File: src/rtl/serial_rx.sv
// UART-style frame receiver: 8N1, mid-bit sampling, one-cycle data/error strobes.
// Strobe one cycle after the stop sample; no backpressure, data_out_o is overwritten by the next good frame.
module serial_rx #(
   parameter int unsigned CLKS_PER_BIT = 5208
) (
   input  logic       sysclk_i,
   input  logic       reset_n_i,
   input  logic       rx_in_i,
   output logic [7:0] data_out_o,
   output logic       data_valid_o,
   output logic       frame_err_o,
   output logic       busy_o
);

   localparam int unsigned CW = $clog2(CLKS_PER_BIT);
   localparam logic [CW-1:0] H_LAST = CW'(CLKS_PER_BIT / 2 - 1);
   localparam logic [CW-1:0] N_LAST = CW'(CLKS_PER_BIT - 1);

   typedef enum logic [2:0] {
      S_IDLE,
      S_START,
      S_DATA,
      S_STOP,
      S_BREAK
   } state_t;

   state_t        state_q, state_d;
   logic [CW-1:0] cnt_q, cnt_d;
   logic [2:0]    idx_q, idx_d;
   logic [7:0]    shift_q, shift_d;
   logic [7:0]    data_q, data_d;
   logic          valid_q, valid_d;
   logic          ferr_q, ferr_d;
   logic          sync1_q, rx_s_q;

   always_ff @(posedge sysclk_i or negedge reset_n_i) begin
      if (!reset_n_i) begin
         sync1_q <= 1'b1;
         rx_s_q  <= 1'b1;
      end else begin
         sync1_q <= rx_in_i;
         rx_s_q  <= sync1_q;
      end
   end

   always_comb begin
      state_d = state_q;
      cnt_d   = cnt_q + CW'(1);
      idx_d   = idx_q;
      shift_d = shift_q;
      data_d  = data_q;
      valid_d = 1'b0;
      ferr_d  = 1'b0;
      case (state_q)
         S_IDLE: begin
            cnt_d = '0;
            if (!rx_s_q) state_d = S_START;
         end
         S_START: begin
            // Half a bit in: a line back high means the falling edge was a glitch.
            if (cnt_q == H_LAST) begin
               cnt_d   = '0;
               idx_d   = 3'd0;
               state_d = rx_s_q ? S_IDLE : S_DATA;
            end
         end
         S_DATA: begin
            if (cnt_q == N_LAST) begin
               cnt_d   = '0;
               shift_d = {rx_s_q, shift_q[7:1]};
               idx_d   = idx_q + 3'd1;
               if (idx_q == 3'd7) state_d = S_STOP;
            end
         end
         S_STOP: begin
            if (cnt_q == N_LAST) begin
               cnt_d = '0;
               if (rx_s_q) begin
                  data_d  = shift_q;
                  valid_d = 1'b1;
                  state_d = S_IDLE;
               end else begin
                  ferr_d  = 1'b1;
                  state_d = S_BREAK;
               end
            end
         end
         S_BREAK: begin
            // Hold off until the line recovers so a stuck-low line reports once.
            cnt_d = '0;
            if (rx_s_q) state_d = S_IDLE;
         end
         default: begin
            cnt_d   = '0;
            state_d = S_IDLE;
         end
      endcase
   end

   always_ff @(posedge sysclk_i or negedge reset_n_i) begin
      if (!reset_n_i) begin
         state_q <= S_IDLE;
         cnt_q   <= '0;
         idx_q   <= 3'd0;
         shift_q <= 8'h00;
         data_q  <= 8'h00;
         valid_q <= 1'b0;
         ferr_q  <= 1'b0;
      end else begin
         state_q <= state_d;
         cnt_q   <= cnt_d;
         idx_q   <= idx_d;
         shift_q <= shift_d;
         data_q  <= data_d;
         valid_q <= valid_d;
         ferr_q  <= ferr_d;
      end
   end

   assign data_out_o   = data_q;
   assign data_valid_o = valid_q;
   assign frame_err_o  = ferr_q;
   assign busy_o       = (state_q != S_IDLE);

endmodule

File: config.mk
export PLATFORM = sky130hd
export DESIGN_NAME = serial_rx
export DESIGN_NICKNAME = d
export VERILOG_FILES = /design/src/rtl/serial_rx.sv
export SDC_FILE = /design/constraint.sdc
export NUM_CORES = 1
export LEC_CHECK = 0
export ABC_CLOCK_PERIOD_IN_PS = 2000
export CAP_MARGIN = 0
export CORE_MARGIN = 2
export CORE_UTILIZATION = 33
export CTS_CLUSTER_DIAMETER = 200
export DETAILED_ROUTE_END_ITERATION = 12
export GPL_TIMING_DRIVEN = 0
export HOLD_SLACK_MARGIN = 0.08
export SLEW_MARGIN = 30
export SYNTH_ARGS = -nofsm -noshare
export SYNTH_HDL_FRONTEND = slang
export SYNTH_SLANG_ARGS = --single-unit
File: constraint.sdc
create_clock -name sysclk_i -period 2 [get_ports sysclk_i]
set_input_delay 0.4 -clock sysclk_i [delete_from_list [all_inputs] [get_ports sysclk_i]]
set_output_delay 0.4 -clock sysclk_i [all_outputs]
set_load 0.05 [all_outputs]
== After elaboration in Yosys (flattened, before gate mapping) ==
Index checks and enable logic that the tools add are counted.

* Input bits: 3
* Output and inout bits: 11
* Register bits: 39
* Word-level logic and storage cells: 53

* Add/subtract/negate cells: 2
* Multiplexer cells: 21
* Reductions and logical operators: 8
* Equal/unequal tests: 13

{| class="wikitable"
|+ Operators by type and width
! operator !! number
|-
| 2-to-1 mux 3 bit || 9
|-
| 2-to-1 mux 13 bit || 2
|-
| one-hot mux 13 bit (2 select lines) || 1
|-
| one-hot mux 3 bit (5 select lines) || 1
|-
| adder 13 x 1 -> 13 bit, second input constant || 1
|-
| == test 13 x 12 -> 1 bit, second input constant || 1
|-
| == test 13 bit, second input constant || 1
|-
| != test 2 bit, second input constant || 6
|-
| == test 3 x 2 -> 1 bit, second input constant || 2
|-
| == test 3 bit, second input constant || 2
|-
| 2-to-1 mux 1 bit || 6
|-
| one-hot mux 3 bit (2 select lines) || 1
|-
| AND reduction 3 bit || 2
|-
| AND reduction 6 bit || 1
|-
| adder 3 x 1 -> 3 bit, second input constant || 1
|-
| == test 3 x 1 -> 1 bit, second input constant || 1
|-
| logical NOT 3 bit || 1
|-
| nonzero test 3 bit || 1
|-
| 2-to-1 mux 2 bit || 1
|-
| AND reduction 2 bit || 1
|-
| nonzero test 2 bit || 1
|-
| OR reduction 2 bit || 1
|}

== Depth between registers and ports, before layout ==
* Depth in word-level cells: 4
* Depth in mapped cells: 7
* Gate-level depth less buffers: 5

== Least setup slack after synthesis ==
Ideal clock, no wire load.

* Path kind: flip-flop to flip-flop
* Start point: reg cnt_q[0]
* End point: reg data_q[0] (netlist: data_out_o[0])
* Slack: 0.139 ns
* Stages on the path, launching flop included: 6
* Buffers on the path: 0
* Data arrival time: 1.736 ns
* Required time: 1.875 ns
* Setup time: 0.125 ns
* Period minus slack after synthesis: 1.861 ns
* Cells stage by stage: dfrtp_1 > ha_1 > nor4b_4 > nand4_4 > nor3_4 > mux2_2

* Word-level cells in the longest chain between the ends: 2

{| class="wikitable"
|+ RTL lines
! what !! RTL line !! text
|-
| from (decl) || 28 || <nowiki>logic [CW-1:0] cnt_q, cnt_d;</nowiki>
|-
| from (signal assigned) || 111 || <nowiki>cnt_q <= cnt_d;</nowiki>
|-
| == test 13 bit || 76 || <nowiki>if (cnt_q == N_LAST) begin</nowiki>
|-
| AND reduction 3 bit (no source line) || n/a ||
|-
| to (signal assigned) || 114 || <nowiki>data_q <= data_d;</nowiki>
|-
| to (decl) || 31 || <nowiki>logic [7:0] data_q, data_d;</nowiki>
|}

No other way between the ends.
A chain may end at the register's enable or synchronous reset.

== Final worst setup path ==
* Start point: reg cnt_q[3]
* End point: reg data_q[2] (netlist: data_out_o[2])

The elaborated chain is that of the path after synthesis.

==> results.md <==
Run status:
- The run finished with clean final reports.

Clock network:
- For the worst-skew pair, the clock arrives at the later sink with an insertion delay of around 0.30 ns.
- After clock tree synthesis, the clock-pin slew on the worst setup and hold paths is 0.08 ns.
- The number of clock sinks seen by CTS is 39.
- In this run the clock root is driven by a clkbuf_8.
- The buffer levels on the longest clock path is 2.
- The total clock buffers created by CTS is 5.
- TritonCTS built the clock tree.
- The H-tree was split into 2 levels.

Route:
- The residual antenna-violating net count after detailed routing is 0.
- Dividing the detail-routed wire length by the instance count gives ~13 µm.
- Detailed routing inserted a total of 1,177 vias.
- For this block, the initial DRC count from the detailed router was 70.
- After detailed routing, the number of remaining DRC violations is 0.
- The sum of routed wire length over all layers is ~3.2 mm.
- Using the TritonRoute via totals, the vias-per-cell ratio works out to 4.92.
- The first TritonRoute pass finished after 4 iterations.

Global routing:
- For this run, the total global-route usage over all layers was measured as a little under an eighth.
- After global routing the overflow that remains totals 0.
- The via count of the first global-routing pass came to 1,204.
- The largest net degree at the start of global routing is 21.
- The wire length of the first global-routing pass is 5.57 mm.
- The initial antenna violation count is 0.

Synth:
- Yosys printed 0 warnings.
- The synthesis-stage register bit count is 39.
- The synthesized netlist occupies a cell area of 1780 µm².
- The post-synthesis adder-cell area fraction is 2.11%.
- The async set-reset flop share out of synthesis is 100%.
- The number of nets in the synthesized netlist is 150.
- Yosys mapped a number of flops with a built-in enable equal to 0.
- The sequential share of the synthesized area is 55.1%.
- The dominant combinational cell family by area after synthesis is simple AND/OR/NAND/NOR gates.
- The area fraction in compound gates after synthesis is 3.80%.
- The fraction of synthesized cell area in xor and xnor cells is 5.42%.
- Among all flip-flop cells after synthesis, the most frequent one is dfrtp_1.
- The synthesized netlist devotes roughly a fifth of its cell area to simple gates.
- The number of different library cells used by synthesis comes to 35.
- The synthesized instance count is 144.
- In this run the mean area of a mapped cell was approximately 12 µm².
- Multiplexer cells account for between 10 and 15% of the synthesized area.

Critical path:
- Among all stages on the critical path, the largest delay is contributed by dfrtp_1.
- The startpoint type of the worst setup path is a register.
- The category of the critical setup timing path is reg2reg.
- The kind of capture point of the worst setup path is a register.
- The startpoint of the worst-slack reg-to-reg timing path is cnt_q[3].
- Measured in cells, the most critical reg-to-reg path has a length of 5.
- The data arrival time of the critical path is 2.08 ns.
- In this run the register-to-register setup slack is a little over 0.1 ns.
- Of all nets on the critical path, the largest fanout is 8.
- The most critical setup path has its startpoint at cnt_q[3].
- The peak per-stage delay on the critical path is about 0.47 ns.
- The worst flop-to-flop path endpoint is data_out_o[2].
- Traced cell by cell, the critical path runs through nor4b_4, nand4_4, nor3_4, buf_12, mux2_2.
- STA puts the critical path data required time at 2.18 ns.
- The capture point of the worst path is data_out_o[2].

Timing:
- At the pin with the least slew margin, the transition time is ~0.5 ns.
- The setup total negative slack is 0 ns.
- The normalized max-slew margin is 66.2%.
- The worst path in the final design needs a cycle of 1.90 ns, including I/O delays and setup.
- The worst path uses 94.8% of the clock period.
- The post-route clock skew is 0.00415 ns.
- The final hold violation count is 0.
- The number of max-slew violations in the final report was 0.
- Setup repair after global routing left no endpoint under its margin.
- Setup violations remaining at the end of the flow were counted as 0.
- The fmax is 527 MHz.

Run:
- The tool flagged a number of max-cap violations equal to 0.

Layout:
- The number of fillers in the final layout is 514.
- Once layout is complete, the utilization of the core stands at 42.7%.
- The count of non-filler cells in the finished layout is 239.
- The number of nets at the end of the flow is 174.
- The antenna diode instance count is 0.
- In the final layout, the share of cells above drive strength 1 is 26.0%.
- The area growth from synthesis to layout is 23.5%.

Power:
- In this run switching power makes up 20.6% of total power.
- The fraction of power consumed by combinational cells is 1.8%.
- The internal power component is 1.17 mW.
- The total power density per cell area is 673 nW/µm².
- In this run the power spent charging and discharging nets is 0.305 mW.
- The peak supply drop is a little under 0.5 mV.
- The clock share of power is 44.5%.
- For this design the static power due to leakage is approximately 1.0 nW.
- In this run, flip-flops and latches consume 53.7% of the power.

Floorplanning:
- The core region is ~5100 µm².
- The die boundary height is slightly below 80 µm.
- The initial utilization of the core area, before any placement, comes to about a third.
- The full die area is 5990 µm².
- The floorplan has 26 rows.
- The number of placed I/O pins is 14.
- The die is ~77 µm wide.

Place:
- Including well taps, the total number of placed cells is 228.
- During placement, the flow inserted port buffers numbering 13.
- The congestion estimate from routability-driven global placement came to about 0.86.
- Once detailed placement completed, the half-perimeter wirelength came to 2.22 mm.

Min path:
- The path category of the worst min-delay check is reg2reg.
## final cells by class
type / instances / area, µm² / area share (%)
Buffer: 5 / 37.5 / 1.71
Clock buffer: 5 / 68.8 / 3.14
Clock inverter: 3 / 43.8 / 2.00
Inverter: 4 / 15.0 / 0.684
Multi-Input combinational cell: 96 / 777 / 35.4
Sequential cell: 39 / 980 / 44.6
Tap cell: 70 / 87.6 / 3.99
Timing Repair Buffer: 17 / 185 / 8.44
## layout by cell type, fill, tap and decap left out, drive strengths merged, types with 3 or more instances in the layout
cell type       n
dfrtp          37
nor2           17
mux2           16
clkdlybuf4s50  11
buf             9
nand3           7
xor2            7
clkbuf          6
nand4           5
inv             4
and3            4
xnor2           4
nor4b           4
or3             3
nand2           3
nor3            3
ha              3
## state kept, by name (all words and copies together) (netlist names)
signal / count
data_valid_o: 1
shift_q: 8
sync1_q: 1
data_out_o: 8
cnt_q: 13
frame_err_o: 1
idx_q: 3
state_q: 3
rx_s_q: 1
## timing repair
| action | 4_1_cts | 5_1_grt |
|---|---|---|
| hold buffers | 1 | 0 |
| resized for setup | 3 | 7 |
| hold endpoints to repair | 19 | 0 |
| buffers inserted | 1 | 1 |
| pin swaps | 1 | 1 |
| setup endpoints to repair | 19 | 19 |
## per-layer routing
metal	global-route usage, %	share of wire [%]
met5	0	0
met1	15.3	46
met3	2.67	3.2
met4	7.50	2.5
met2	18.0	49
## power groups by stage
stage | clock (mW) | sequential [mW] | combinational (mW)
6_report | 0.657 | 0.793 | 0.0266
5_1_grt | 0.721 | 0.794 | 0.0307
4_1_cts | 0.680 | 0.793 | 0.0286
3_5_place_dp | 0 | 0.809 | 0.0270
3_3_place_gp | 0 | 0.809 | 0.0202
2_1_floorplan | 0 | 0.809 | 0.00125
## worst min path at each step
| stage | startpoint | to | slack (ns) | cells after the start |
|---|---|---|---|---|
| 5_1_grt | sync1_q | rx_s_q | 0.36 | 0 |
| 3_5_place_dp | sync1_q | rx_s_q | 0.35 | 0 |
| 3_3_place_gp | sync1_q | rx_s_q | 0.35 | 0 |
| 6_report | sync1_q | rx_s_q | 0.36 | 0 |
| 2_1_floorplan | reset_n_i | cnt_q[0] | 0.10 | 0 |
| 4_1_cts | sync1_q | rx_s_q | 0.36 | 0 |
## worst max-delay path, delay by kind of cell, from the launching register on
family	cells	cell delay, ns
mux	1	0.33
flops	1	0.47
simple gates	3	0.84
buf+inv	1	0.15
## Yosys cell counts, types with 2 or more instances
cell       number  area, µm²
mux2_2         15        169
xor2_1          7       61.3
inv_1           4       15.0
dfstp_2         2       52.6
and3_1          4       25.0
xnor2_1         4       35.0
or3_1           3       18.8
a21o_1          2       15.0
nand3_1         7       35.0
nor4b_4         2       47.6
dfrtp_1        37        926
nor4b_1         2       17.5
nand4_1         4       25.0
nor2b_1         2       12.5
o21ai_0         2       10.0
nor2_1         17       63.8
buf_2           4       20.0
nand2_1         3       11.3
nor3_1          2       10.0
ha_1            3       37.5
a21oi_1         2       10.0
nor3b_1         2       15.0
o2bb2ai_1       2       17.5
## through the flow
step / setup slack (ns) / hold slack (ns) / total power, mW / area (µm²)
detailed placement: -0.120 / 0.349 / 0.836 / 2020
finish: 0.104 / 0.360 / 1.48 / 2190
floorplan: 0.139 / 0.104 / 0.810 / 1780
global placement: -0.337 / 0.346 / 0.829 / 1990
CTS: -0.000914 / 0.360 / 1.50 / 2170
global route: 0.00379 / 0.362 / 1.55 / 2190
## kinds of logic (layout without fill, tap and decap cells)
logic type,count (synthesis),after routing
AO/OA/AOI/OAI,10,10
XOR/XNOR,11,11
adder cells (fa/ha/maj),3,3
buffers and inverters,9,34
flip-flops,39,39
multiplexers,17,17
AND/OR/NAND/NOR,55,55
(Power assumes the default switching activity.)
